==> src/rtl/ace_snoop_initiator.sv <==
// ace_snoop_initiator
//   Interconnect-side ACE snoop master. It accepts one snoop request at a time
//   from the coherency controller and issues it on the AC channel. It then
//   collects the CR response. When the response indicates a data transfer, it
//   forwards the CD beats downstream on the md_* port. Completion is reported
//   with a one-cycle done pulse.
//
//   Optional feature (macro ACE_SNOOP_TIMEOUT_EN): a watchdog counter limits the
//   CR and CD waits to TIMEOUT_CYC cycles. Without the macro, both waits are
//   unbounded.
//
// Ports
//   clk, rst_n                       clock (rising edge), async active-low reset
//   req_valid/req_ready              request handshake
//   req_addr, req_snoop              request address and snoop type
//   acvalid/acready, acaddr, acsnoop AC snoop address channel
//   crvalid/crready, crresp          CR snoop response channel
//   cdvalid/cdready, cddata, cdlast  CD snoop data channel
//   md_valid/md_ready, md_data       forwarded data beats (pass-through of CD)
//   done, done_resp, done_err        completion pulse, captured response, error
//   busy                             high whenever a snoop is in flight
module ace_snoop_initiator #(
    parameter int ADDR_W      = 32,
    parameter int DATA_W      = 64,
    parameter int CD_BEATS    = 4,
    parameter int TIMEOUT_CYC = 256
) (
    input  logic              clk,
    input  logic              rst_n,
    input  logic              req_valid,
    output logic              req_ready,
    input  logic [ADDR_W-1:0] req_addr,
    input  logic [3:0]        req_snoop,
    output logic              acvalid,
    input  logic              acready,
    output logic [ADDR_W-1:0] acaddr,
    output logic [3:0]        acsnoop,
    input  logic              crvalid,
    output logic              crready,
    input  logic [4:0]        crresp,
    input  logic              cdvalid,
    output logic              cdready,
    input  logic [DATA_W-1:0] cddata,
    input  logic              cdlast,
    output logic              md_valid,
    input  logic              md_ready,
    output logic [DATA_W-1:0] md_data,
    output logic              done,
    output logic [4:0]        done_resp,
    output logic              done_err,
    output logic              busy
);

    localparam int CNT_W = (CD_BEATS > 1) ? $clog2(CD_BEATS) : 1;
    localparam logic [CNT_W-1:0] LAST_BEAT = CNT_W'(CD_BEATS - 1);

    typedef enum logic [2:0] {
        S_IDLE,
        S_AC,
        S_CR,
        S_CD,
        S_DONE
    } state_t;

    state_t            r_state;
    state_t            w_next;
    logic              r_out_en;
    logic [ADDR_W-1:0] r_addr;
    logic [3:0]        r_snoop;
    logic [4:0]        r_resp;
    logic [CNT_W-1:0]  r_beat_cnt;
    logic              r_err;

    logic w_accept;
    logic w_ac_hs;
    logic w_cr_hs;
    logic w_cd_hs;
    logic w_cd_end;
    logic w_cd_bad;
    logic w_timeout;

    // r_out_en keeps req_ready low while reset is asserted, even though the
    // state register already sits in IDLE.
    assign w_accept = (r_state == S_IDLE) && r_out_en && req_valid;
    assign w_ac_hs  = (r_state == S_AC) && acready;
    assign w_cr_hs  = (r_state == S_CR) && crvalid;
    assign w_cd_hs  = (r_state == S_CD) && cdvalid && md_ready;
    // A beat ends the line on cdlast or on the last expected beat. The line is
    // malformed when those two disagree.
    assign w_cd_end = w_cd_hs && (cdlast || (r_beat_cnt == LAST_BEAT));
    assign w_cd_bad = w_cd_hs && (cdlast != (r_beat_cnt == LAST_BEAT));

`ifdef ACE_SNOOP_TIMEOUT_EN
    localparam int TO_W = $clog2(TIMEOUT_CYC + 1);
    localparam logic [TO_W-1:0] TO_LAST = TO_W'(TIMEOUT_CYC - 1);

    logic [TO_W-1:0] r_to_cnt;
    logic            w_waiting;

    // Counts idle cycles spent waiting in CR or CD. Any handshake restarts it.
    assign w_waiting = ((r_state == S_CR) && !w_cr_hs) ||
                       ((r_state == S_CD) && !w_cd_hs);
    assign w_timeout = w_waiting && (r_to_cnt == TO_LAST);

    always_ff @(posedge clk or negedge rst_n) begin
        if (!rst_n) begin
            r_to_cnt <= '0;
        end else if (w_waiting && !w_timeout) begin
            r_to_cnt <= r_to_cnt + TO_W'(1);
        end else begin
            r_to_cnt <= '0;
        end
    end
`else
    assign w_timeout = 1'b0;
`endif

    always_ff @(posedge clk or negedge rst_n) begin
        if (!rst_n) begin
            r_state  <= S_IDLE;
            r_out_en <= 1'b0;
        end else begin
            r_state  <= w_next;
            r_out_en <= 1'b1;
        end
    end

    always_ff @(posedge clk or negedge rst_n) begin
        if (!rst_n) begin
            r_addr     <= '0;
            r_snoop    <= '0;
            r_resp     <= '0;
            r_beat_cnt <= '0;
            r_err      <= 1'b0;
        end else begin
            if (w_accept) begin
                r_addr  <= req_addr;
                r_snoop <= req_snoop;
                r_resp  <= '0;
                r_err   <= 1'b0;
            end
            if (w_cr_hs) begin
                r_resp     <= crresp;
                r_beat_cnt <= '0;
            end
            if (w_cd_hs) begin
                r_beat_cnt <= r_beat_cnt + CNT_W'(1);
                if (w_cd_bad) begin
                    r_err <= 1'b1;
                end
            end
            // A timeout overrides any response captured earlier.
            if (w_timeout) begin
                r_resp <= 5'b00010;
                r_err  <= 1'b1;
            end
        end
    end

    always_comb begin
        w_next    = r_state;
        req_ready = 1'b0;
        acvalid   = 1'b0;
        acaddr    = r_addr;
        acsnoop   = r_snoop;
        crready   = 1'b0;
        cdready   = 1'b0;
        md_valid  = 1'b0;
        md_data   = '0;
        done      = 1'b0;
        done_resp = '0;
        done_err  = 1'b0;
        busy      = (r_state != S_IDLE);

        unique case (r_state)
            S_IDLE: begin
                req_ready = r_out_en;
                if (w_accept) begin
                    w_next = S_AC;
                end
            end
            S_AC: begin
                acvalid = 1'b1;
                if (w_ac_hs) begin
                    w_next = S_CR;
                end
            end
            S_CR: begin
                crready = 1'b1;
                if (w_cr_hs) begin
                    w_next = crresp[0] ? S_CD : S_DONE;
                end else if (w_timeout) begin
                    w_next = S_DONE;
                end
            end
            S_CD: begin
                md_valid = cdvalid;
                md_data  = cddata;
                cdready  = md_ready;
                if (w_cd_end || w_timeout) begin
                    w_next = S_DONE;
                end
            end
            S_DONE: begin
                done      = 1'b1;
                done_resp = r_resp;
                done_err  = r_err | r_resp[1];
                w_next    = S_IDLE;
            end
            default: begin
                w_next = S_IDLE;
            end
        endcase
    end

endmodule
==> config.mk <==
export PLATFORM = sky130hd
export DESIGN_NAME = ace_snoop_initiator
export DESIGN_NICKNAME = d
export VERILOG_FILES = /design/src/rtl/ace_snoop_initiator.sv
export SDC_FILE = /design/constraint.sdc
export NUM_CORES = 1
export LEC_CHECK = 0
export BUFFER_PORTS_ARGS = -buffer_cell sky130_fd_sc_hd__buf_2
export CORE_AREA = 2 2 87 89
export CTS_CLUSTER_SIZE = 24
export DETAILED_ROUTE_END_ITERATION = 8
export DIE_AREA = 0 0 89 91
export GPL_ROUTABILITY_DRIVEN = 0
export GPL_TIMING_DRIVEN = 0
export PLACE_DENSITY = 0.88
export RECOVER_POWER = 50
export SLEW_MARGIN = 10
export SYNTH_ARGS = -nofsm -noshare
export SYNTH_HDL_FRONTEND = slang
export SYNTH_SLANG_ARGS = --single-unit
==> constraint.sdc <==
create_clock -name clk -period 3.9 [get_ports clk]
set_input_delay 0.78 -clock clk [delete_from_list [all_inputs] [get_ports clk]]
set_output_delay 0.78 -clock clk [all_outputs]
set_load 0.02 [all_outputs]
==> key figures, run 1 <==
Status
  – Status: finished with violations
  – Failing checks: capacitance limit, slew limit

Detailed routing
  – M1 wire length: 2.87 mm
  – Vias/cell: roughly 4.5
  – Via count: ~2500
  – Met3 wire len: around 1.1 mm
  – Pre-Repair DR Iteration Count: 4
  – DR top layer: met4
  – Number of remaining DRC errors: 0
  – Post-route ant nets: 0
  – Initial DRC Count: 61
  – Per-cell routed wire length: 15.4 um
  – WL final: 8.46 mm
  – Met2 WL: 4.42 mm

Timing
  – WHS: 0.503 ns
  – Fmax: 0.321 GHz
  – Tcrit/Tclk final: 0.798
  – Max Slew Vio Count: a little under 50
  – Total negative slack: 0 ns
  – Fin crit period: 3.11 ns
  – Slew HR: -0.646
  – Slew @ Worst Pin: 2.47 ns
  – RSZ-0062 raised after global routing: no
  – Final hold vios: 0
  – Final setup violation count: 0
  – Worst clock skew: 0.00453 ns

Synthesis
  – Cell count after synthesis: around 220
  – Avg Synthesized Cell Area: 11.4 um^2
  – Top-area cell type share of the netlist area: 0.484
  – Post-synth net total: 333
  – Post-Syn Area: 0.00248 mm^2
  – Register area share after synthesis: 0.484
  – Yosys Warn Count: 0
  – Post-synth top area cell: dfrtp_1
  – Distinct cells, synth: 32
  – Largest cells by area after synthesis: dfrtp_1, and2_1, mux2_2
  – Synthesized flop and latch total: 48

Floorplan
  – Core area: 0.00714 mm^2
  – Std cell rows: 31
  – Initial Util: 0.347
  – Die H: between 90 and 100 um
  – IO Count: 226
  – Die Width: about 90 um
  – Area of the die: ~0.0081 mm^2

Global routing
  – Largest net degree at the start of global routing: 49
  – First-pass GRT wire length: 12.2 mm
  – Vias in the first global route: about 2400
  – GRT overflow: 0
  – Total track usage: 0.199
  – Initial antenna violation count: 0

Job
  – Max Cap Viol: 1

Clocking
  – Worst-skew pair later-pin latency: 0.29 ns
  – CTS sink count: 48
  – H-tree levels: 2
  – Max Buffers Root-to-Sink: 2
  – Setup Buffers After CTS: 0
  – CTS Hold Bufs: 0
  – Clock Pin Slew Worst Setup and Hold Paths: roughly 0.09 ns
  – CTS resizes: 0
  – CTS Buf Count: 5
  – Clk root buf: clkbuf_8
  – CTS tree: built

Cells and area
  – FILL cells: 705
  – Ant diodes: 0
  – Layout net count: 565
  – Area delta synth->final: 52.0%
  – Layout cells sized above 1: 0.525

Setup path
  – WP data required: 3.12 ns
  – CP endpoint: md_data[31]
  – CP Launch Point: r_state[0]
  – CP endpoint kind: output pin
  – Critical Path Source Type: flop
  – Delay of the slowest cell on the worst path: 0.36 ns
  – Critical-path maximum fanout: 10
  – FF-to-FF End: acaddr[24]
  – CP max-delay cell: clkbuf_1
  – Critical path's most frequent cell: clkbuf_1
  – Flop2flop setup slack: 1.22 ns
  – Worst-case reg-to-reg path depth: 6
  – CP cell instances: clkbuf_1, and3b_1, buf_2, clkbuf_1, clkbuf_1, and2_1, buf_2
  – Critical path start-end classification: reg -> out
  – RR Startpoint: r_state[0]
  – Endpoint arrival time on the critical path: between 2 and 2.5 ns

Power and ir drop
  – Pwr Density: approximately 710 mW/mm^2
  – Static leakage: 0.00206 uW
  – Worst IR Drop VDD: 0.204 mV

Min path
  – Worst Hold Class: reg -> reg

Place
  – Post-DP HPWL: 7.29 mm
  – PortBufs: 225
==> worst min-delay path by stage <==
stage / cells after the start / endpoint / start
3_3_place_gp: 1 / r_resp[4] / r_resp[4]
6_report: 1 / r_resp[4] / r_resp[4]
4_1_cts: 1 / r_resp[2] / r_resp[2]
3_5_place_dp: 1 / r_resp[2] / r_resp[2]
5_1_grt: 1 / acaddr[17] / acaddr[17]
2_1_floorplan: 1 / r_resp[0] / r_resp[0]
==> routing by layer <==
layer	GRT usage	vias to the layer above
li1	-	1188
met1	0.190	1159
met2	0.379	140
met3	0.0855	6
met4	0.0498	0
met5	0	-
==> layout by cell type (no fill, tap or decap), types with 2 or more instances in the layout <==
cell type,netlist,routed
and2_1,72,72
nand2b_1,3,3
inv_1,6,6
buf_2,3,190
ha_1,2,2
mux2_2,37,37
clkbuf_8,0,6
and3_1,4,4
clkbuf_1,8,50
nand3b_1,2,2
nand2_1,2,2
nor2_1,2,2
a31oi_1,2,2
a22o_1,6,6
dfrtp_1,48,48
nor3_1,1,2
==> logic make-up after synthesis <==
logic type	Yosys count	share of synthesized area
other	1	0.00151
adders and majority gates	2	0.0101
and+or+nand+nor	92	0.237
AOI/OAI and AO/OA	15	0.0489
muxes	37	0.168
buffers and inverters	23	0.0505
DFF	48	0.484
==> synthesized netlist by cell type <==
master and number:
and2_1 72, dfrtp_1 48, mux2_2 37, clkbuf_1 8, a22o_1 6, inv_1 6
and3_1 4, buf_6 4, buf_2 3, nand2b_1 3, a31oi_1 2, ha_1 2
nand2_1 2, nand3b_1 2, nor2_1 2, a221o_1 1, a22oi_1 1, a311oi_1 1
and3b_1 1, and4_1 1, buf_4 1, clkbuf_2 1, conb_1 1, nor3_1 1
nor3_4 1, nor3b_1 1, nor4_1 1, nor4bb_1 1, o21a_1 1, o21ai_0 1
o2bb2ai_1 1, o32ai_1 1
==> cell type report <==
type / count / area (um^2) / area share
flip-flops and latches: 48 / 1200 / 0.319
multi-input cells: 147 / 1140 / 0.303
repair buffers: 225 / 1080 / 0.287
well taps: 99 / 124 / 0.0329
clock buffers: 6 / 82.6 / 0.0219
plain buffers: 17 / 77.6 / 0.0206
clock inverters: 2 / 38.8 / 0.0103
inverters: 6 / 22.5 / 0.00598
==> sequential cells by signal (all words and copies together), names as in the netlist <==
register / count
r_beat_cnt: 2
acsnoop: 4
r_state: 3
acaddr: 32
r_resp: 5
r_err: 1
r_out_en: 1
==> through the flow <==
stage               utilization  area [um^2]  total power [uW]  setup WS, ns  cells
finish                    0.528         3770              2670         0.788    550
global route              0.528         3770              2840         0.568    550
CTS                       0.540         3850              2770          1.02    550
detailed placement        0.523         3730              2400          1.36    542
global placement          0.523         3730              2340          1.37    542
floorplan                     -         2480              1840          1.65    218
==> worst max-delay path, delay by kind of cell (launching register included) <==
kind          cells  cell delay [ns]
buf+inv           5             1.30
simple gates      2             0.39
flops             1             0.34
==> report_power, final <==
part | switching, uW | internal, uW
combinational | 893 | 554
sequential | 117 | 734
clock | 158 | 210
total | 1170 | 1500
Note: power is estimated with default switching activity, not from simulation.
==> inputs of run 2 (changes only) <==
Settings changed: CORE_AREA 2 2 87 89 to 2 2 88 90, DIE_AREA 0 0 89 91 to 0 0 90 92, PLACE_DENSITY 0.88 to 0.86.
Clock period 3.9 ns to 3.1 ns, I/O delays scaled along.
==> run 2 against run 1 <==
  * The flow now finishes without violations
  * Combinational power rose by 24%
  * Global-route usage fell by 1.6 points
  * Clock power rose by 6.0%
  * Routed wire length fell by 6.7%
  * Clock skew rose by 0.0034 ns
  * First-iteration DRC count fell by 61%
  * Register-to-register slack got worse by 0.75 ns
  * Worst hold slack got worse by 0.0076 ns
  * Final cell count rose by 0.55%
  * Non-clock buffer count did not move
  * Via count fell by 1.3%
  * Count of clock-buffer cells in the layout did not move
  * Critical endpoint is now md_data[34]
  * Largest cell class unchanged
==> key figures, run 2 (synthesis gave the netlist of run 1 again) <==
Place
  – PortBufs: ~230
  – Inst Count DP: 545
  – Post-DP HPWL: 6.67 mm

Detailed routing
  – WL final: about 8 mm
  – Post-route ant nets: 0
  – Via count: 2460
  – Vias/cell: about 4.4
  – Initial DRC Count: 24
  – Per-cell routed wire length: approximately 14 um
  – Pre-Repair DR Iteration Count: 4
  – Number of remaining DRC errors: 0

Clocking
  – CTS tree: built
  – CTS Buf Count: 5
  – CTS Hold Bufs: 0
  – Worst-skew pair later-pin latency: 0.30 ns
  – H-tree levels: 2
  – Clock Pin Slew Worst Setup and Hold Paths: 0.09 ns
  – CTS sink count: 48
  – Setup Buffers After CTS: 0
  – Clk root buf: clkbuf_8
  – CTS resizes: 0
  – Max Buffers Root-to-Sink: 2

Cells and area
  – Storage element area: 0.00120 mm^2
  – Layout net count: 565
  – Multi-input gate area: 0.00114 mm^2
  – Layout cells sized above 1: 0.532
  – Post-layout util: 0.505
  – Non-filler cells, final: 553
  – Commonest non-fill, non-tap cell in the layout: buf_2
  – FILL cells: 709
  – Largest register FFs: 32
  – Most frequent cells in the layout: buf_2, and2_1, dfrtp_1
  – Area delta synth->final: 51.5%
  – Ant diodes: 0

Floorplan
  – Die H: 92 um
  – Core area: 0.00745 mm^2
  – Die Width: 90 um
  – Initial Util: 0.333
  – Std cell rows: 32
  – IO Count: 226
  – Area of the die: 0.00828 mm^2

Setup path
  – Delay of the slowest cell on the worst path: 0.36 ns
  – WP data required: roughly 2.5 ns
  – Flop2flop setup slack: around 0.47 ns
  – Worst-case reg-to-reg path depth: 6
  – CP endpoint kind: output pin
  – Critical Path Source Type: flop
  – RR Startpoint: r_state[2]
  – CP endpoint: md_data[34]
  – CP cell instances: clkbuf_1, and3b_1, buf_2, clkbuf_2, clkbuf_1, and2_1, buf_2
  – Critical-path maximum fanout: 10
  – CP max-delay cell: dfrtp_1
  – Endpoint arrival time on the critical path: 2.13 ns
  – CP Launch Point: r_state[2]
  – Critical path start-end classification: reg -> out
  – FF-to-FF End: acaddr[22]

Global routing
  – Initial antenna violation count: 0
  – Largest net degree at the start of global routing: 49
  – Vias in the first global route: 2466
  – Total track usage: 0.183
  – GRT overflow: 0
  – First-pass GRT wire length: 11.9 mm

Timing
  – Slew HR: 0.212
  – Fmax: approximately 0.36 GHz
  – RSZ-0062 raised after global routing: no
  – WHS: just under 0.5 ns
  – Max Slew Vio Count: 0
  – Tcrit/Tclk final: 0.888
  – Final setup violation count: 0
  – Total negative slack: 0 ns
  – Final hold vios: 0
  – Slew @ Worst Pin: ~1.2 ns
  – Worst clock skew: ~0.008 ns
  – Fin crit period: between 2 and 3 ns

Status
  – Status: complete, no violations

Power and ir drop
  – Worst IR Drop VDD: 0.275 mV
  – Static leakage: 0.00206 uW
  – Pwr Density: 866 mW/mm^2
  – Tot Pwr: 3250 uW

Min path
  – Worst Hold Class: reg -> reg
  – Worst Hold Path Cells: 1

Job
  – Max Cap Viol: 0
==> run 2: layer usage <==
layer  part of all wire  track usage
met1               0.35        0.180
met2               0.56        0.379
met3              0.080       0.0435
met4              0.011       0.0410
met5                  0            0
==> run 2: per-stage QoR <==
step	instance area [um^2]	worst slack, ns
after floorplan	2480	1.01
after global placement	3730	0.730
after detailed placement	3730	0.720
after CTS	3830	0.376
after global routing	3760	0.173
final	3760	0.348
==> run 2: where the power goes <==
group          internal [uW]  leakage, uW  switching (uW)
Clock                    183    0.0000516             207
Sequential               923     0.000584             139
Combinational            702      0.00143            1100
==> run 2: worst min path at each step <==
stage / from / to / slack, ns
6_report: r_resp[3] / r_resp[3] / 0.50
5_1_grt: r_resp[2] / r_resp[2] / 0.53
4_1_cts: r_resp[3] / r_resp[3] / 0.50
3_5_place_dp: r_resp[0] / r_resp[0] / 0.48
3_3_place_gp: r_resp[3] / r_resp[3] / 0.48
2_1_floorplan: rst_n / acaddr[0] / 0.32
==> run 2: layout make-up <==
cell class / count / area share
plain buffers: 17 / 0.0230
clock buffers: 6 / 0.0220
clock inverters: 2 / 0.00366
inverters: 6 / 0.00599
multi-input cells: 147 / 0.304
flip-flops and latches: 48 / 0.320
well taps: 102 / 0.0340
repair buffers: 225 / 0.288
==> run 2: worst max-delay path: cells and delay by family, from the launching register on <==
family,cells,cell delay (ns)
and+or+nand+nor,2,0.44
buffers and inverters,5,1.04
DFF,1,0.36
